### src/rtl/dm_bridge_pkg.sv
// Shared types and constants for the CPU data-memory to bus bridge.
package dm_bridge_pkg;

  typedef enum logic [1:0] {
    IDLE = 2'd0,
    REQ  = 2'd1,
    DONE = 2'd2
  } dm_br_state_e;

  localparam int unsigned BUS_ADDR_W = 32;
  localparam int unsigned BUS_DATA_W = 32;
  localparam int unsigned BUS_BE_W   = BUS_DATA_W / 8;

  localparam logic [BUS_DATA_W-1:0] DM_ERR_DATA = 32'hDEAD_BEEF;
  localparam logic [BUS_BE_W-1:0]   BE_FULL     = 4'hF;

  // One bus command as seen on the bus side of the bridge (default widths)
  typedef struct packed {
    logic                  we;
    logic [BUS_BE_W-1:0]   be;
    logic [BUS_ADDR_W-1:0] addr;
    logic [BUS_DATA_W-1:0] wdata;
  } dm_bus_txn_t;

endpackage

### src/rtl/dm_bus_bridge_if.sv
// CPU data-memory port plus handshaked data-bus signals seen by the bridge.
interface dm_bus_bridge_if #(
  parameter int unsigned ADDR_W = 32,
  parameter int unsigned DATA_W = 32
);
  localparam int unsigned BE_W = DATA_W / 8;

  logic              cpu_rd_en;
  logic [BE_W-1:0]   cpu_wr_en;
  logic [ADDR_W-1:0] cpu_addr;
  logic [DATA_W-1:0] cpu_wdata;
  logic [DATA_W-1:0] cpu_rdata;
  logic              cpu_stall;
  logic              bus_req;
  logic              bus_we;
  logic [BE_W-1:0]   bus_be;
  logic [ADDR_W-1:0] bus_addr;
  logic [DATA_W-1:0] bus_wdata;
  logic              bus_ack;
  logic [DATA_W-1:0] bus_rdata;
  logic              bus_err;

  // Bridge side
  modport master (
    input  cpu_rd_en, cpu_wr_en, cpu_addr, cpu_wdata, bus_ack, bus_rdata,
    output cpu_rdata, cpu_stall, bus_req, bus_we, bus_be, bus_addr, bus_wdata, bus_err
  );

  // CPU plus bus-target side
  modport slave (
    output cpu_rd_en, cpu_wr_en, cpu_addr, cpu_wdata, bus_ack, bus_rdata,
    input  cpu_rdata, cpu_stall, bus_req, bus_we, bus_be, bus_addr, bus_wdata, bus_err
  );
endinterface

### src/rtl/dm_bridge_wdog.sv
// REQ-phase wait counter; flags expiry on the TIMEOUT_CYC-th REQ cycle.
// Only compiled when DM_BRIDGE_TIMEOUT_EN is defined.
`ifdef DM_BRIDGE_TIMEOUT_EN
module dm_bridge_wdog #(
  parameter int unsigned TIMEOUT_CYC = 255
) (
  input  logic clk,
  input  logic rst,
  input  logic active,
  output logic expired_c
);
  localparam int unsigned CNT_W = $clog2(TIMEOUT_CYC + 1);

  logic [CNT_W-1:0] cnt_q;

  // Counter restarts from zero every time the bridge re-enters REQ
  always_ff @(posedge clk or negedge rst) begin
    if (!rst) begin
      cnt_q <= '0;
    end else if (!active) begin
      cnt_q <= '0;
    end else if (!expired_c) begin
      cnt_q <= cnt_q + CNT_W'(1);
    end
  end

  assign expired_c = active && (cnt_q == CNT_W'(TIMEOUT_CYC - 1));
endmodule
`endif

### src/rtl/dm_bus_bridge.sv
// Bridges the single-cycle CPU dm request onto a held bus_req/bus_ack transaction.
// Defining DM_BRIDGE_TIMEOUT_EN adds a REQ watchdog that aborts and raises bus_err.
module dm_bus_bridge
  import dm_bridge_pkg::*;
#(
  parameter int unsigned ADDR_W      = 32,
  parameter int unsigned DATA_W      = 32,
  parameter int unsigned TIMEOUT_CYC = 255
) (
  input logic            clk,
  input logic            rst,
  dm_bus_bridge_if.master br
);
  localparam int unsigned BE_W = DATA_W / 8;

  dm_br_state_e      state_q, state_d;
  logic              we_q, we_d;
  logic [BE_W-1:0]   be_q, be_d;
  logic [ADDR_W-1:0] addr_q, addr_d;
  logic [DATA_W-1:0] wdata_q, wdata_d;
  logic [DATA_W-1:0] rdata_q, rdata_d;
  logic              err_q, err_d;
  logic              wr_req_c, cpu_req_c, stall_c, in_req_c, tmo_c;

  if (TIMEOUT_CYC == 0) begin : g_bad_cfg
    $error("dm_bus_bridge: TIMEOUT_CYC must be nonzero");
  end

  assign wr_req_c  = |br.cpu_wr_en;
  assign cpu_req_c = br.cpu_rd_en | wr_req_c;
  assign in_req_c  = (state_q == REQ);

`ifdef DM_BRIDGE_TIMEOUT_EN
  dm_bridge_wdog #(.TIMEOUT_CYC(TIMEOUT_CYC)) u_wdog (
    .clk       (clk),
    .rst       (rst),
    .active    (in_req_c),
    .expired_c (tmo_c)
  );
`else
  assign tmo_c = 1'b0;
`endif

  always_ff @(posedge clk or negedge rst) begin
    if (!rst) begin
      state_q <= IDLE;
      we_q    <= 1'b0;
      be_q    <= '0;
      addr_q  <= '0;
      wdata_q <= '0;
      rdata_q <= '0;
      err_q   <= 1'b0;
    end else begin
      state_q <= state_d;
      we_q    <= we_d;
      be_q    <= be_d;
      addr_q  <= addr_d;
      wdata_q <= wdata_d;
      rdata_q <= rdata_d;
      err_q   <= err_d;
    end
  end

  // Next state, command capture and read-data update
  always_comb begin
    state_d = state_q;
    we_d    = we_q;
    be_d    = be_q;
    addr_d  = addr_q;
    wdata_d = wdata_q;
    rdata_d = rdata_q;
    err_d   = err_q;
    stall_c = 1'b0;
    unique case (state_q)
      IDLE: begin
        if (cpu_req_c) begin
          stall_c = 1'b1;
          state_d = REQ;
          we_d    = wr_req_c;
          be_d    = wr_req_c ? br.cpu_wr_en : {BE_W{1'b1}};
          addr_d  = br.cpu_addr;
          wdata_d = br.cpu_wdata;
        end
      end
      REQ: begin
        stall_c = 1'b1;
        if (br.bus_ack) begin
          if (!we_q) rdata_d = br.bus_rdata;
          state_d = DONE;
        end else if (tmo_c) begin
          if (!we_q) rdata_d = DATA_W'(DM_ERR_DATA);
          err_d   = 1'b1;
          state_d = DONE;
        end
      end
      // One unstalled cycle lets the CPU retire the access; its stale request is ignored
      DONE:    state_d = IDLE;
      default: state_d = IDLE;
    endcase
  end

  assign br.cpu_stall = stall_c & rst;
  assign br.cpu_rdata = rdata_q;
  assign br.bus_req   = in_req_c;
  assign br.bus_we    = we_q;
  assign br.bus_be    = be_q;
  assign br.bus_addr  = addr_q;
  assign br.bus_wdata = wdata_q;
  assign br.bus_err   = err_q;
endmodule

### src/flat_wrapper.sv
// flat-port wrapper written by rule: the top's interface ports become plain ports
module dm_bus_bridge_flat import dm_bridge_pkg::*;
#(
  parameter int unsigned ADDR_W      = 32,
  parameter int unsigned DATA_W      = 32,
  parameter int unsigned TIMEOUT_CYC = 255
)
  (clk, rst, br_cpu_rd_en, br_cpu_wr_en, br_cpu_addr, br_cpu_wdata, br_bus_ack, br_bus_rdata, br_cpu_rdata, br_cpu_stall, br_bus_req, br_bus_we, br_bus_be, br_bus_addr, br_bus_wdata, br_bus_err);
  dm_bus_bridge_if #(.ADDR_W(ADDR_W), .DATA_W(DATA_W)) br_i ();
  input logic clk;
  input logic rst;
  input wire logic [$bits(br_i.cpu_rd_en)-1:0] br_cpu_rd_en;
  input wire logic [$bits(br_i.cpu_wr_en)-1:0] br_cpu_wr_en;
  input wire logic [$bits(br_i.cpu_addr)-1:0] br_cpu_addr;
  input wire logic [$bits(br_i.cpu_wdata)-1:0] br_cpu_wdata;
  input wire logic [$bits(br_i.bus_ack)-1:0] br_bus_ack;
  input wire logic [$bits(br_i.bus_rdata)-1:0] br_bus_rdata;
  output wire logic [$bits(br_i.cpu_rdata)-1:0] br_cpu_rdata;
  output wire logic [$bits(br_i.cpu_stall)-1:0] br_cpu_stall;
  output wire logic [$bits(br_i.bus_req)-1:0] br_bus_req;
  output wire logic [$bits(br_i.bus_we)-1:0] br_bus_we;
  output wire logic [$bits(br_i.bus_be)-1:0] br_bus_be;
  output wire logic [$bits(br_i.bus_addr)-1:0] br_bus_addr;
  output wire logic [$bits(br_i.bus_wdata)-1:0] br_bus_wdata;
  output wire logic [$bits(br_i.bus_err)-1:0] br_bus_err;
  assign br_i.cpu_rd_en = br_cpu_rd_en;
  assign br_i.cpu_wr_en = br_cpu_wr_en;
  assign br_i.cpu_addr = br_cpu_addr;
  assign br_i.cpu_wdata = br_cpu_wdata;
  assign br_i.bus_ack = br_bus_ack;
  assign br_i.bus_rdata = br_bus_rdata;
  assign br_cpu_rdata = br_i.cpu_rdata;
  assign br_cpu_stall = br_i.cpu_stall;
  assign br_bus_req = br_i.bus_req;
  assign br_bus_we = br_i.bus_we;
  assign br_bus_be = br_i.bus_be;
  assign br_bus_addr = br_i.bus_addr;
  assign br_bus_wdata = br_i.bus_wdata;
  assign br_bus_err = br_i.bus_err;
  dm_bus_bridge #(.ADDR_W(ADDR_W), .DATA_W(DATA_W), .TIMEOUT_CYC(TIMEOUT_CYC)) u_core (.clk(clk), .rst(rst), .br(br_i));
endmodule
### config.mk
export PLATFORM = sky130hd
export DESIGN_NAME = dm_bus_bridge_flat
export DESIGN_NICKNAME = d
export VERILOG_FILES = /design/src/rtl/dm_bridge_pkg.sv /design/src/rtl/dm_bus_bridge_if.sv /design/src/rtl/dm_bridge_wdog.sv /design/src/rtl/dm_bus_bridge.sv /design/src/flat_wrapper.sv
export SDC_FILE = /design/constraint.sdc
export NUM_CORES = 1
export LEC_CHECK = 0
export ABC_CLOCK_PERIOD_IN_PS = 4050
export BUFFER_PORTS_ARGS = -buffer_cell sky130_fd_sc_hd__buf_2
export CAP_MARGIN = 20
export CORE_AREA = 2 2 94 96
export CTS_CLUSTER_DIAMETER = 40
export DETAILED_ROUTE_END_ITERATION = 10
export DIE_AREA = 0 0 96 98
export PLACE_DENSITY = 0.85
export SLEW_MARGIN = 20
export SYNTH_ARGS = -nofsm -noshare
export SYNTH_HDL_FRONTEND = slang
export SYNTH_SLANG_ARGS = --single-unit
### constraint.sdc
create_clock -name clk -period 4.05 [get_ports clk]
set_input_delay 0.2025 -clock clk [delete_from_list [all_inputs] [get_ports clk]]
set_output_delay 0.2025 -clock clk [all_outputs]
set_load 0.03 [all_outputs]
==> flow_metrics.env <==
export IMPL_holdCritStartpoint="br_bus_ack"
export IMPL_grt_pass1_wl_um=13500
export IMPL_drcViolationCount=0
export IMPL_io_pins=208
export IMPL_wirelength_um=8530
export IMPL_nNetsFinal=540
export IMPL_h_tree_depth=3
export IMPL_rows=34
export IMPL_diodes=0
export IMPL_r2r_cells=3
export IMPL_crit_type="flop to flop"
export IMPL_end_kind="flop"
export IMPL_hp_class="input pin to flop"
export IMPL_syn_num_nets=332
export IMPL_finalCritPeriodShare_pct=51.82
export IMPL_synth_cell_area_mm2=0.003925
export IMPL_startpoint_type="flop"
export IMPL_wire_per_inst_um=15.59
export IMPL_antenna_found_initial=0
export IMPL_worstPathRequired_ns=4.28
export IMPL_portBuffers=206
export IMPL_synth_cells=228
export IMPL_path_buf_inv=0
export IMPL_max_stage_delay_ns=0.83
export IMPL_fin_crit_ns=2.099
export IMPL_worstPathArrival_ns=2.32
export IMPL_postCtsSetupRepairBufs=0
export IMPL_insertion_delay_ns=0.34
export IMPL_p_total_mw=4.355
export IMPL_drive_gt1_share_pct=72.67
export IMPL_initial_core_util_pct=46.36
export IMPL_rsz0062_at_grt="no"
export IMPL_grt_usage_pct=18.57
export IMPL_via_count=2644
export IMPL_synth_compound_area_share_pct=1.690
export IMPL_yosys_area_share_adder_pct=0
export IMPL_clk_pin_slew_ns=0.09
export IMPL_cts_root_buf="clkbuf_8"
export IMPL_routed_via_density=4.834
export IMPL_r2r_start="u_core.state_q[0]$_DFFE_PN0P_"
export IMPL_cts_sinks=103
export IMPL_pre_cts_slack_ns=1.957
export IMPL_cts_tree="done"
export IMPL_synth_seq_area_share_pct=65.67
export IMPL_cts_resized=0
export IMPL_synth_top_family_by_area="multiplexers"
export IMPL_hold_depth=2
export IMPL_final_core_util_pct=62.13
export IMPL_grt_pass1_vias=2796
export IMPL_clockBufferDepth=2
export IMPL_overflow=0
export IMPL_fmax_ghz=0.4765
export IMPL_synth_xor_area_share_pct=0
export IMPL_p_leak_nw=2.622
export IMPL_gp_congestion=0.7288
export IMPL_worst_slew_pin_slew_ns=0.9908
export IMPL_crit_fanout=68
export IMPL_grt_max_degree=69
export IMPL_area_growth_pct=34.01
export IMPL_worstPathCellList="nor2_1 > o21a_4 > mux2_2"
export IMPL_max_slew_margin_pct=33.95
export IMPL_slew_viol_final=0
export IMPL_die_area_mm2=0.009408
export IMPL_die_y_um=98
export IMPL_cts_buffers_inserted=9
export IMPL_fin_setup_tns_ns=0
export IMPL_hpwl_um=6460
export IMPL_hold_viol_final=0
export IMPL_hold_end="u_core.state_q[0]$_DFFE_PN0P_"
export IMPL_synth_area_mux_share_pct=29.07
export IMPL_synth_yosys_warnings=0
export IMPL_regToRegSetupSlack_ns=1.95
export IMPL_core_area_mm2=0.008466
export IMPL_cpMaxStageDelayCell="o21a_4"
export IMPL_final_setup_worst_slack_ns=1.951
export IMPL_finalNonFillerCells=547
export IMPL_place_inst=532
export IMPL_drtIter0Drc=69
export IMPL_power_density_mw_per_mm2=828.0
export IMPL_synth_avg_cell_area_um2=17.21
export IMPL_path_delay_family="compound AO/OA/AOI/OAI gates"
export IMPL_status="finished, final reports clean"
export IMPL_setup_violations_final=0
export IMPL_timing_rr_end="u_core.br.bus_addr[8]$_DFFE_PN0P_"
export IMPL_synth_seq_cells=103
export IMPL_synth_simple_area_share_pct=1.434
export IMPL_maxCapViolations=0
export IMPL_firstDrtPassIters=4
export IMPL_ys_types=20
export IMPL_fp_dieW_um=96
export IMPL_finalClockSkew_ns=0.01001
export IMPL_peakVddDrop_mv=0.3881
export IMPL_final_antenna_net_count=0
-- worst max path at each step --
stage | slack (ns) | depth (start not counted) | start | to
finish | 1.95 | 3 | u_core.state_q[0]$_DFFE_PN0P_ | u_core.br.bus_addr[8]$_DFFE_PN0P_
global route | 1.81 | 3 | u_core.state_q[0]$_DFFE_PN0P_ | u_core.br.bus_addr[23]$_DFFE_PN0P_
CTS | 1.94 | 3 | u_core.state_q[0]$_DFFE_PN0P_ | u_core.br.bus_addr[8]$_DFFE_PN0P_
detailed placement | 1.96 | 3 | u_core.state_q[0]$_DFFE_PN0P_ | u_core.br.bus_addr[14]$_DFFE_PN0P_
global placement | 2.05 | 3 | u_core.state_q[0]$_DFFE_PN0P_ | u_core.br.bus_addr[10]$_DFFE_PN0P_
floorplan | 2.39 | 5 | br_cpu_wr_en[3] | u_core.br.bus_wdata[0]$_DFFE_PN0P_
-- layout make-up --
cell class / count / area [um2]
clock buffer: 11 / 151.4
multi-input combinational: 113 / 1270
timing repair buffer: 209 / 1059
fill: 681 / 3206
tap: 108 / 135.1
sequential: 103 / 2577
clock inverter: 3 / 67.56
-- where the power goes --
part / internal [mW] / total [mW] / switching [mW] / leakage [nW]
Combinational: 0.727 / 2.00 / 1.27 / 1.31
Clock: 0.376 / 0.693 / 0.317 / 0.108
Sequential: 1.45 / 1.67 / 0.217 / 1.21
Total: 2.55 / 4.36 / 1.80 / 2.62
-- logic make-up (layout without fill, tap and decap cells) --
logic type,count (synthesis),count (layout)
flip-flops,103,103
multiplexers,96,96
AO/OA/AOI/OAI,7,7
AND/OR/NAND/NOR,9,9
buffers and inverters,12,223
other,1,1
-- timing repair --
| item | 4_1_cts | 5_1_grt |
|---|---|---|
| hold buffers | 1 | 0 |
| endpoints found under the hold margin | 52 | 0 |
| setup endpoints to repair | 0 | 0 |
-- synth_stat cells (all sizes together) --
cell type	n	area, um2
buf	11	76.32
conb	1	3.750
nor2	1	3.750
or4	1	11.26
a211oi	1	7.510
nor2b	2	12.51
o22a	4	35.03
clkbuf	1	3.750
a22o	1	8.760
nand2	2	7.510
and3b	1	8.760
o21a	1	15.01
nor3	1	5.000
mux2	96	1141
nor3b	1	7.510
dfrtp	103	2577
-- layer usage --
| layer | track usage (%) | part of all wire (%) |
|---|---|---|
| met1 | 22.52 | 40 |
| met2 | 31.25 | 51 |
| met3 | 5.093 | 7.5 |
| met4 | 7.033 | 1.7 |
| met5 | 0 | 0 |
-- stage by stage --
step | hold slack [ns] | cell area [um2]
after global routing | 0.03839 | 5260
after CTS | 0.03652 | 5260
after floorplan | -0.09309 | 3925
final | 0.05918 | 5260
after detailed placement | 0.2747 | 5031
after global placement | 0.2725 | 5031
-- flip-flops by register name, summed over array words and instances (netlist names) --
register             count
u_core.br.bus_addr      32
u_core.br.bus_wdata     32
u_core.br.cpu_rdata     32
u_core.br.bus_be         4
u_core.state_q           2
u_core.br.bus_we         1
-- layout by cell type (no fill, tap or decap), types with 2 or more instances in the layout --
cell type and n:
buf_2 205, mux2_2 78, dfrtp_1 103, mux2_1 2, buf_4 3, nand2_1 2, mux2_4 16, clkbuf_8 11
bufinv_16 2, o22a_1 4
(Power assumes the default switching activity.)
